**src/rtl/waffle_bus_arbiter.sv**
```systemverilog
// Two-master arbiter for the single WAFFLE memory port: CPU has default priority,
// the DMA master wins after STARVE_MAX consecutive lost contentions; reads return one cycle after grant.
module waffle_bus_arbiter #(
    parameter int RAM_LIMIT  = 900,
    parameter int SW_ADDR    = 998,
    parameter int LED_ADDR   = 999,
    parameter int STARVE_MAX = 4
) (
    input  logic        clk,
    input  logic        rst,
    input  logic        cpu_req,
    input  logic        cpu_we,
    input  logic [15:0] cpu_addr,
    input  logic [7:0]  cpu_wdata,
    output logic        cpu_gnt,
    output logic        cpu_rvalid,
    input  logic        dma_req,
    input  logic        dma_we,
    input  logic [15:0] dma_addr,
    input  logic [7:0]  dma_wdata,
    output logic        dma_gnt,
    output logic        dma_rvalid,
    output logic [7:0]  rdata,
    output logic        mem_en,
    output logic        mem_we,
    output logic [9:0]  mem_addr,
    output logic [7:0]  mem_wdata,
    input  logic [7:0]  mem_rdata,
    input  logic [7:0]  sw,
    output logic [7:0]  led,
    output logic        bus_err
);
    localparam int CNT_W = (STARVE_MAX < 1) ? 1 : $clog2(STARVE_MAX + 1);
    localparam int NREQ  = 2;

    typedef enum logic [1:0] {
        SRC_ZERO = 2'd0,
        SRC_RAM  = 2'd1,
        SRC_SW   = 2'd2
    } src_t;

    // Requester index 0 is the CPU, index 1 the DMA master.
    logic [NREQ-1:0]  req_vec;
    logic [NREQ-1:0]  we_vec;
    logic [NREQ-1:0]  gnt_vec;
    logic [NREQ-1:0]  rd_gnt_vec;
    logic [NREQ-1:0]  pend_reg;
    logic [CNT_W-1:0] starve_cnt_reg;
    logic [CNT_W-1:0] starve_cnt_next;
    logic             starved;
    logic             grant_any;
    logic             g_we;
    logic [15:0]      g_addr;
    logic [7:0]       g_wdata;
    logic             hit_ram;
    logic             hit_sw;
    logic             hit_led;
    logic             hit_none;
    src_t             src_reg;
    src_t             src_next;
    logic [7:0]       sw_sample_reg;
    logic [7:0]       led_reg;
    logic [7:0]       rdata_last_reg;
    logic [7:0]       rdata_next;
    logic             bus_err_reg;

    assign req_vec = {dma_req, cpu_req};
    assign we_vec  = {dma_we, cpu_we};
    assign starved = (starve_cnt_reg == CNT_W'(STARVE_MAX));

    always_comb begin
        gnt_vec = '0;
        if (!rst) begin
            if (&req_vec) begin
                gnt_vec = starved ? 2'b10 : 2'b01;
            end else begin
                gnt_vec = req_vec;
            end
        end
    end

    assign cpu_gnt   = gnt_vec[0];
    assign dma_gnt   = gnt_vec[1];
    assign grant_any = |gnt_vec;

    genvar gi;
    generate
        for (gi = 0; gi < NREQ; gi++) begin : g_rd_gnt
            assign rd_gnt_vec[gi] = gnt_vec[gi] & ~we_vec[gi];
        end
    endgenerate

    assign g_we    = gnt_vec[1] ? dma_we    : cpu_we;
    assign g_addr  = gnt_vec[1] ? dma_addr  : cpu_addr;
    assign g_wdata = gnt_vec[1] ? dma_wdata : cpu_wdata;

    assign hit_ram  = (g_addr < 16'(RAM_LIMIT));
    assign hit_sw   = (g_addr == 16'(SW_ADDR));
    assign hit_led  = (g_addr == 16'(LED_ADDR));
    assign hit_none = !(hit_ram || hit_sw || hit_led);

    // RAM-side outputs are zeroed whenever the access is not a RAM hit.
    assign mem_en    = grant_any & hit_ram;
    assign mem_we    = mem_en & g_we;
    assign mem_addr  = mem_en ? g_addr[9:0] : 10'd0;
    assign mem_wdata = mem_en ? g_wdata : 8'h00;

    always_comb begin
        starve_cnt_next = starve_cnt_reg;
        if (gnt_vec[1]) begin
            starve_cnt_next = '0;
        end else if (gnt_vec[0] && dma_req && !starved) begin
            starve_cnt_next = starve_cnt_reg + CNT_W'(1);
        end
    end

    always_comb begin
        src_next = SRC_ZERO;
        if (hit_ram) begin
            src_next = SRC_RAM;
        end else if (hit_sw) begin
            src_next = SRC_SW;
        end
    end

    // rdata follows the return source during a return cycle and holds otherwise.
    always_comb begin
        rdata_next = rdata_last_reg;
        if (|pend_reg) begin
            case (src_reg)
                SRC_RAM: rdata_next = mem_rdata;
                SRC_SW:  rdata_next = sw_sample_reg;
                default: rdata_next = 8'h00;
            endcase
        end
    end

    always_ff @(posedge clk) begin
        if (rst) begin
            starve_cnt_reg <= '0;
            pend_reg       <= '0;
            src_reg        <= SRC_ZERO;
            sw_sample_reg  <= 8'h00;
            led_reg        <= 8'h00;
            rdata_last_reg <= 8'h00;
            bus_err_reg    <= 1'b0;
        end else begin
            starve_cnt_reg <= starve_cnt_next;
            pend_reg       <= rd_gnt_vec;
            rdata_last_reg <= rdata_next;
            bus_err_reg    <= grant_any & hit_none;
            if (|rd_gnt_vec) begin
                src_reg <= src_next;
                if (hit_sw) begin
                    sw_sample_reg <= sw;
                end
            end
            if (grant_any && g_we && hit_led) begin
                led_reg <= g_wdata;
            end
        end
    end

    // A return due in a reset cycle is suppressed rather than delivered.
    assign cpu_rvalid = pend_reg[0] & ~rst;
    assign dma_rvalid = pend_reg[1] & ~rst;
    assign bus_err    = bus_err_reg & ~rst;
    assign rdata      = rst ? 8'h00 : rdata_next;
    assign led        = led_reg;

endmodule

```
**config.mk**
```make
export PLATFORM = sky130hd
export DESIGN_NAME = waffle_bus_arbiter
export DESIGN_NICKNAME = d
export VERILOG_FILES = /design/src/rtl/waffle_bus_arbiter.sv
export SDC_FILE = /design/constraint.sdc
export NUM_CORES = 1
export LEC_CHECK = 0
export BUFFER_PORTS_ARGS = -buffer_cell sky130_fd_sc_hd__buf_2
export CAP_MARGIN = 20
export CORE_UTILIZATION = 30
export DETAILED_ROUTE_END_ITERATION = 7
export MAX_ROUTING_LAYER = met4
export PLACE_DENSITY = 0.65
export REMOVE_ABC_BUFFERS = 1
export SYNTH_ARGS = -nofsm -noshare
export SYNTH_HDL_FRONTEND = slang
export SYNTH_SLANG_ARGS = --single-unit
```
**constraint.sdc**
```tcl
create_clock -name clk -period 2.8 [get_ports clk]
set_clock_uncertainty 0.05 [all_clocks]
set_input_delay 0.56 -clock clk [delete_from_list [all_inputs] [get_ports clk]]
set_output_delay 0.56 -clock clk [all_outputs]
set_load 0.1 [all_outputs]
```
======== Word-level counts from Yosys, hierarchy flattened ========
Index checks and enable logic that the tools add are counted.
cells by class
  add/subtract/negate cells ............... 1
  $lt $le $gt $ge ......................... 1
  eq/ne operators ......................... 5
  multiplexer cells ....................... 13
  bitwise gates (word level) .............. 11
  reduce and logical (&&, ||, !) cells .... 14
operators by type and width
  kind                    count
  $eq A16 B10 Y1 const B  2
  $mux W8                 4
  $lt A16 B10 Y1 const B  1
  $mux W16                1
  $pmux W8 S2             1
  $mux W10                1
  $mux W2                 5
  $and A1 B1 Y1           8
  $reduce_or A2 Y1        4
  $logic_and A1 B1 Y1     4
  $reduce_and A2 Y1       2
  $add A3 B1 Y3 const B   1
  $eq A3 B3 Y1 const B    1
  $not A1 Y1              3
  $eq A2 B1 Y1 const B    1
  $eq A2 B2 Y1 const B    1
  $logic_not A1 Y1        2
  $logic_or A1 B1 Y1      2
  $mux W1                 1
word-level totals
  bits in registers ....................... 32
  input port bits ......................... 70
  logic and storage cells ................. 52

======== Longest topological paths before layout ========
Gate-level depths: netlist of the first run.
  word-level depth ........................ 10
  mapped depth ............................ 9

======== Worst setup path after synthesis of the first run ========
No wires, ideal clock.
  path type ............................... input port to output port
  start ................................... in rst
  end ..................................... out mem_addr[1]
  arrival time ............................ 3.933 ns
  path slack .............................. -1.743 ns
  stages .................................. 8
  buffers on the path ..................... 3
  path through ............................ buf_6 -> nand2b_1 -> nand2b_1 -> clkbuf_1 -> inv_1 -> buf_1 -> a22oi_1 -> nor2_1
on the way
  cells in the longest elaborated chain, start to end .. 5
  elaborated cells between the ends (all ways) .. 6
  those cells by class .................... order compare: 1; mux: 3; bitwise: 1; reduce/logical: 1
RTL lines
  item            RTL line  text
  from (decl)     10        input logic rst,
  $mux W2 *       73        if (!rst) begin
  net dma_gnt     21        output logic dma_gnt,
  $mux W16        94        assign g_addr = gnt_vec[1] ? dma_addr : cpu_addr;
  $lt A16 B10 Y1  97        assign hit_ram = (g_addr < 16'(RAM_LIMIT));
  $and A1 B1 Y1   103       assign mem_en = grant_any & hit_ram;
  $mux W10 *      105       assign mem_addr = mem_en ? g_addr[9:0] : 10'd0;
  to (decl)       26        output logic [9:0] mem_addr,
Mark *: on every way through the listed nets, which the timed path passes. The rest lies on a longest branch.

======== Worst setup path after layout of the first run ========
  start ................................... reg starve_cnt_reg[0]
  end ..................................... out mem_addr[1]
on the way
  cells in the longest elaborated chain, start to end .. 8
  elaborated cells between the ends (all ways) .. 9
  those cells by class .................... order compare: 1; eq/ne: 1; mux: 5; bitwise: 1; reduce/logical: 1
RTL lines
  item                    RTL line  text
  from (decl)             48        logic [CNT_W-1:0] starve_cnt_reg;
  from (signal assigned)  148       starve_cnt_reg <= starve_cnt_next;
  $eq A3 B3 Y1 *          69        assign starved = (starve_cnt_reg == CNT_W'(STARVE_MAX));
  $mux W2 *               75        gnt_vec = starved ? 2'b10 : 2'b01;
  $mux W2 *               74        if (&req_vec) begin
  $mux W2 *               73
  $mux W16                94
  $lt A16 B10 Y1          97
  $and A1 B1 Y1           103
  $mux W10 *              105
Every way passes the cells marked *; elsewhere a longest branch is shown, timed or not.

==> run metrics, run 1 <==
outcome complete, no violations; Clock transition at path regs 0.07 ns; Area contributors post-synth dfxtp_1 (35%), a22oi_1 (7.8%), nor2_1 (7.2%), a21oi_1 (6.0%), o21ai_0 (5.2%); Initial DRC Count just under 100; Compound-Gate Fraction of Synth Area 28.9%; worst setup path startpoint starve_cnt_reg[0]$_SDFFE_PP0P_; hold buffer count at cts 0; Util after Layout 53.8%; cell taking the most area after synthesis dfxtp_1; unrepaired setup endpoints after global routing true; maximum vdd drop 0.259 mV; Starting Density around 31%; Hold Crit Class flip-flop to flip-flop; max cap viols 0; multiplexer share of the synthesized area 4.93%; antenna violations before repair 0; die height 80.0 um; Worst EP arrival between 2 and 2.5 ns; CTS Sinks 32; Critical Path Fanout Max 9; Power, Total around 0.0011 W; slew margin rel. 60.3%; hold path depth 2; Worst Hold Launch led[3]$_SDFFE_PP0P_; min Tclk post-route 2.77 ns; Worst Tran Pin Value between 0.5 and 0.6 ns; Tcrit/Tclk final 98.9%; largest net degree at the start of global routing 20; sequential-to-total area share from yosys stat between 30% and 40%; Final HPWL DP 4740 um; clk_lat worst skew slightly below 0.3 ns; gr ovfl total 0; CTS tree done; Pre-antenna DRT Iters 4; Post-Synth Adder-Cell Area under 10%; Post-layout nets 434; Max Fclk about 360 MHz; CP required 2.19 ns; Yosys top cell area share 35.1%; core area 0.00589 mm2; largest family of logic cells by synthesized area compound AO/OA/AOI/OAI gates; first-pass GRT wire length slightly below 10000 um; Critical Path End Type output pin; die area 0.00641 mm2; Routed WL 6090 um; CTS max path bufs 2; Worst R2R Setup Slack around 0.5 ns; Post-DRT Antenna Nets 0; Synth Area per Inst between 7 and 8 um2; fin cells 436; YS warnings 0; CTS buffer count 5; gp weighted congestion 0.855; R2R depth 8; Final setup viols 0; n_diodes 0; wire per inst ~14 um; Ports between 100 and 150; Fin. Hold Viols 0; Setup CP Type flip-flop to output pin; Leak about 1.4 nW; Worst setup SP type flip-flop; number of distinct library cells after synthesis 38; Final Max Slew Viols 0; area grow syn2layout 73.4%; XOR/XNOR Fraction of Synth Area 0%; cell count after synthesis 231; Vias 2204; CP Capture Point mem_addr[1]; placed insts between 400 and 500; power per cell area 348 mW/mm2; Placement Rows 28; Synth Register Bits 32; FF-to-FF End led[4]$_SDFFE_PP0P_; PortBufs 110; vias in the first global route around 2100; Post-Synthesis Cell Area 0.00183 mm2; Total GRT Usage 20.1%; ratio of cells with drive above 1 in the final layout 47.6%; DIE WIDTH 80.0 um; worst r2r src starve_cnt_reg[1]$_SDFFE_PP0P_; DRC Markers 0; Worst Hold Slack approximately 0.43 ns; simple-gate share of the synthesized area 22.9%; post-DR vias/cell a little over 5; FILL cells 562; Clock Tree Root clkbuf_8; H-tree lvl count 2
==> stage by stage <==
stage / cell area, um2 / setup slack, ns / TNS, ns
floorplan: 1760 / -1.52 / -27.79
global route: 3170 / -0.0379 / -0.248
finish: 3170 / 0.0317 / 0
CTS: 3110 / 0.00788 / 0
global placement: 2880 / 0.0265 / 0
detailed placement: 2880 / -0.0371 / -0.177
==> cell usage after synthesis (all sizes together) <==
master / n
nor2: 35
dfxtp: 32
a21oi: 22
a22oi: 19
o21ai: 19
nand3: 14
mux2i: 9
or3: 9
a22o: 8
clkbuf: 8
inv: 8
buf: 6
nand2: 5
ha: 4
nand2b: 4
nor2b: 3
nor3: 3
a31oi: 2
nand4: 2
nor4: 2
o211ai: 2
or4: 2
a21bo: 1
a21boi: 1
a2bb2oi: 1
nand3b: 1
nand4b: 1
o22a: 1
o22ai: 1
o31ai: 1
o32a: 1
o32ai: 1
or2: 1
or2b: 1
or4b: 1
==> routing by layer <==
metal  global-route usage, %  routed length [um]  vias to the layer above
li1                        -                   -                     1111
met1                    24.2                2610                     1021
met4                    5.18                  55                        0
met2                    33.8                3110                       63
met3                    4.46                 310                        9
met5                       -                   0                        -
==> cell type report <==
class	instances	area [um2]	share of cell area, %
timing repair buffer	136	1080	34.0
clock buffer	5	68.8	2.17
clock inverter	3	42.5	1.34
sequential	32	643	20.3
inverter	8	32.5	1.03
multi-input combinational	177	1210	38.2
tap	75	93.8	2.96
==> power breakdown <==
group          internal (W)  switching, W
registers          0.000458    0.00000162
clock network      0.000263      0.000185
logic             0.0000848      0.000110
total              0.000806      0.000297
==> logic make-up (layout without fill, tap and decap cells) <==
| logic type | count (synthesis) | in the layout |
|---|---|---|
| adder cells (fa/ha/maj) | 4 | 4 |
| AO/OA/AOI/OAI | 80 | 80 |
| AND/OR/NAND/NOR | 84 | 84 |
| multiplexers | 9 | 9 |
| flip-flops | 32 | 32 |
| buffers and inverters | 22 | 152 |
==> how the worst min path moves through the flow <==
stage	end	slack, ns
after CTS	led[3]$_SDFFE_PP0P_	0.43
after detailed placement	led[3]$_SDFFE_PP0P_	0.42
final	led[3]$_SDFFE_PP0P_	0.43
after floorplan	sw_sample_reg[0]$_SDFFE_PP0P_	0.39
after global placement	led[4]$_SDFFE_PP0P_	0.41
after global routing	led[1]$_SDFFE_PP0P_	0.45
==> worst max-delay path: stages, from the launching register on <==
cell and delay (ns):
dfxtp_2 0.36, inv_2 0.05, ha_4 0.16, a21bo_4 0.22
nand2b_4 0.09, mux2i_4 0.26, nand2_1 0.11, buf_4 0.20
nor2_1 0.21, buf_12 0.21
==> placed cells by master (no fill, tap or decap), types with 8 or more instances in the layout <==
master | netlist | final
a22oi_1 | 19 | 19
dfxtp_1 | 32 | 30
a22o_1 | 8 | 8
or3_1 | 9 | 9
nor2_1 | 35 | 21
buf_4 | 0 | 24
mux2i_1 | 9 | 8
a21oi_1 | 22 | 22
buf_2 | 1 | 89
buf_12 | 0 | 22
nor2_4 | 0 | 9
nand3_1 | 14 | 14
o21ai_0 | 19 | 18
==> timing repair <==
action | CTS | global route
resized for setup | 31 | 10
pin swaps | 7 | 5
setup buffers | 2 | 3
endpoints found under the setup margin | 20 | 28
gates cloned | 1 | 0
No activity file was read; power rests on OpenSTA's default activity.
==> run 2: changes to the inputs <==
==> constraint.sdc (replaced) <==
create_clock -name clk -period 2.8 [get_ports clk]
set_clock_uncertainty 0.05 [all_clocks]
set_input_delay 0 -clock clk [delete_from_list [all_inputs] [get_ports clk]]
set_output_delay 0 -clock clk [all_outputs]
set_load 0.1 [all_outputs]
==> run 2 against run 1 <==
Power fell by 2.7%. Final cell count fell by 2.1%. Sequential cell count did not move. Worst hold slack got worse by 0.42 ns. Critical path depth did not move.
==> run metrics, run 2 (synthesis results as in run 1) <==
unrepaired setup endpoints after global routing false; slew margin rel. 20.5%; n_diodes 0; Clock Tree Root clkbuf_8; first-pass GRT wire length 9110 um; commonest non-fill, non-tap cell in the layout buf_2; Buf+Inv Stages, Crit Path 3; CP peak stage delay 0.37 ns; Worst setup SP type flip-flop; min Tclk post-route between 2 and 3 ns; Post-layout nets ~430; DRC Markers 0; Critical Path End Type output pin; Post-DRT Antenna Nets 0; wire per inst 13.5 um; Pre-antenna DRT Iters 4; Util after Layout 48.5%; post-DR vias/cell about 5; Power, Total about 0.0011 W; Final HPWL DP ~4400 um; Total GRT Usage about a fifth; vias in the first global route 1974; Hold Crit Class primary input to flip-flop; Worst EP arrival around 2.5 ns; CTS max path bufs 2; CTS buffer count 5; Final Max Slew Viols 0; largest net degree at the start of global routing 28; Ports about 110; CTS Sinks 32; Vias 2138; H-tree lvl count 2; clk_lat worst skew 0.28 ns; PortBufs 110; Leak ~1.3 nW; ratio of cells with drive above 1 in the final layout roughly 37%; area grow syn2layout 56.4%; DIE WIDTH 80.0 um; Routed WL 5780 um; Critical Path Fanout Max 11; Max Fclk 395 MHz; delay-heaviest family, CP compound AO/OA/AOI/OAI gates; Starting Density 31.0%; die height 80.0 um; gr ovfl total 0; Fin. Hold Viols 0; Worst Tran Pin Value 1.19 ns; Clock transition at path regs 0.07 ns; setup_tns 0 ns; core area a little under 0.006 mm2; Final setup viols 0; Placement Rows 28; CTS tree done; CP required 2.75 ns; outcome complete, no violations; die area 0.00641 mm2; antenna violations before repair 0; max cap viols 0; power per cell area 376 mW/mm2; gp weighted congestion 0.881; Setup CP Type flip-flop to output pin; commonest cells after routing, fill and taps aside buf_2 (90), nor2_1 (35), dfxtp_1 (32); crit path cell chain inv_1 > ha_1 > a21boi_0 > o211ai_1 > o21ai_0 > buf_4 > nand2_1 > nor2_1 > buf_12; maximum vdd drop ~0.24 mV; Crit-path slowest cell dfxtp_1; Tcrit/Tclk final 90.4%; Initial DRC Count 80
==> run 2: cell count changes in the layout (fill, tap and decap cells not counted), sizes merged <==
cell         delta
clkbuf          +9
buf            -29
dlygate4sd3    +11
==> run 2: final timing paths <==
kind                                                     start                              to  slack (ns)  depth (start not counted)
worst min-delay path                                   dma_req  starve_cnt_reg[1]$_SDFFE_PP0P_        0.02                          3
worst max-delay path            starve_cnt_reg[0]$_SDFFE_PP0P_                     mem_addr[8]        0.27                          9
worst max register to register  starve_cnt_reg[0]$_SDFFE_PP0P_             led[3]$_SDFFE_PP0P_        0.31                          8
worst min register to register             led[7]$_SDFFE_PP0P_             led[7]$_SDFFE_PP0P_        0.42                          2
==> run 2: timing repair <==
item	CTS	global route
buffers inserted	0	1
hold buffers	11	0
setup endpoints to repair	0	9
endpoints found under the hold margin	12	0
gates resized for setup	0	9
==> run 2: power breakdown <==
| part | internal (W) | total [W] | switching, W |
|---|---|---|---|
| Clock | 0.000263 | 0.000443 | 0.000179 |
| Sequential | 0.000458 | 0.000460 | 0.00000153 |
| Combinational | 0.0000730 | 0.000171 | 0.0000985 |
| Total | 0.000794 | 0.00107 | 0.000279 |
==> run 2: area by class of cell <==
class,instances,area (um2)
Fill cell,600,3030
Multi-Input combinational cell,177,1090
Timing Repair Buffer,127,893
Sequential cell,32,641
Tap cell,75,93.8
Clock buffer,5,68.8
Clock inverter,3,42.5
Inverter,8,30.0
==> run 2: worst min-delay path, stage by stage <==
cell and delay [ns]:
buf_2 0.15, nand3_1 0.09, a21oi_1 0.06
==> run 2: metal layers <==
layer	vias to the layer above	GRT usage [%]	part of all wire [%]
li1	1092	-	-
met1	982	23.4	44
met2	58	31.5	51
met3	6	3.77	4.7
met4	0	4.11	0.48
met5	-	-	0
==> run 2: through the flow <==
step                      hold WS (ns)  setup WS [ns]  cells  instance area, um2
after global placement           0.210          0.482    407                2610
final                           0.0151          0.269    427                2860
after CTS                      0.00906         0.0471    426                2830
after detailed placement         0.219          0.360    407                2610
after floorplan                 0.0191         -0.814    217                1760
after global routing            0.0285        0.00348    427                2860
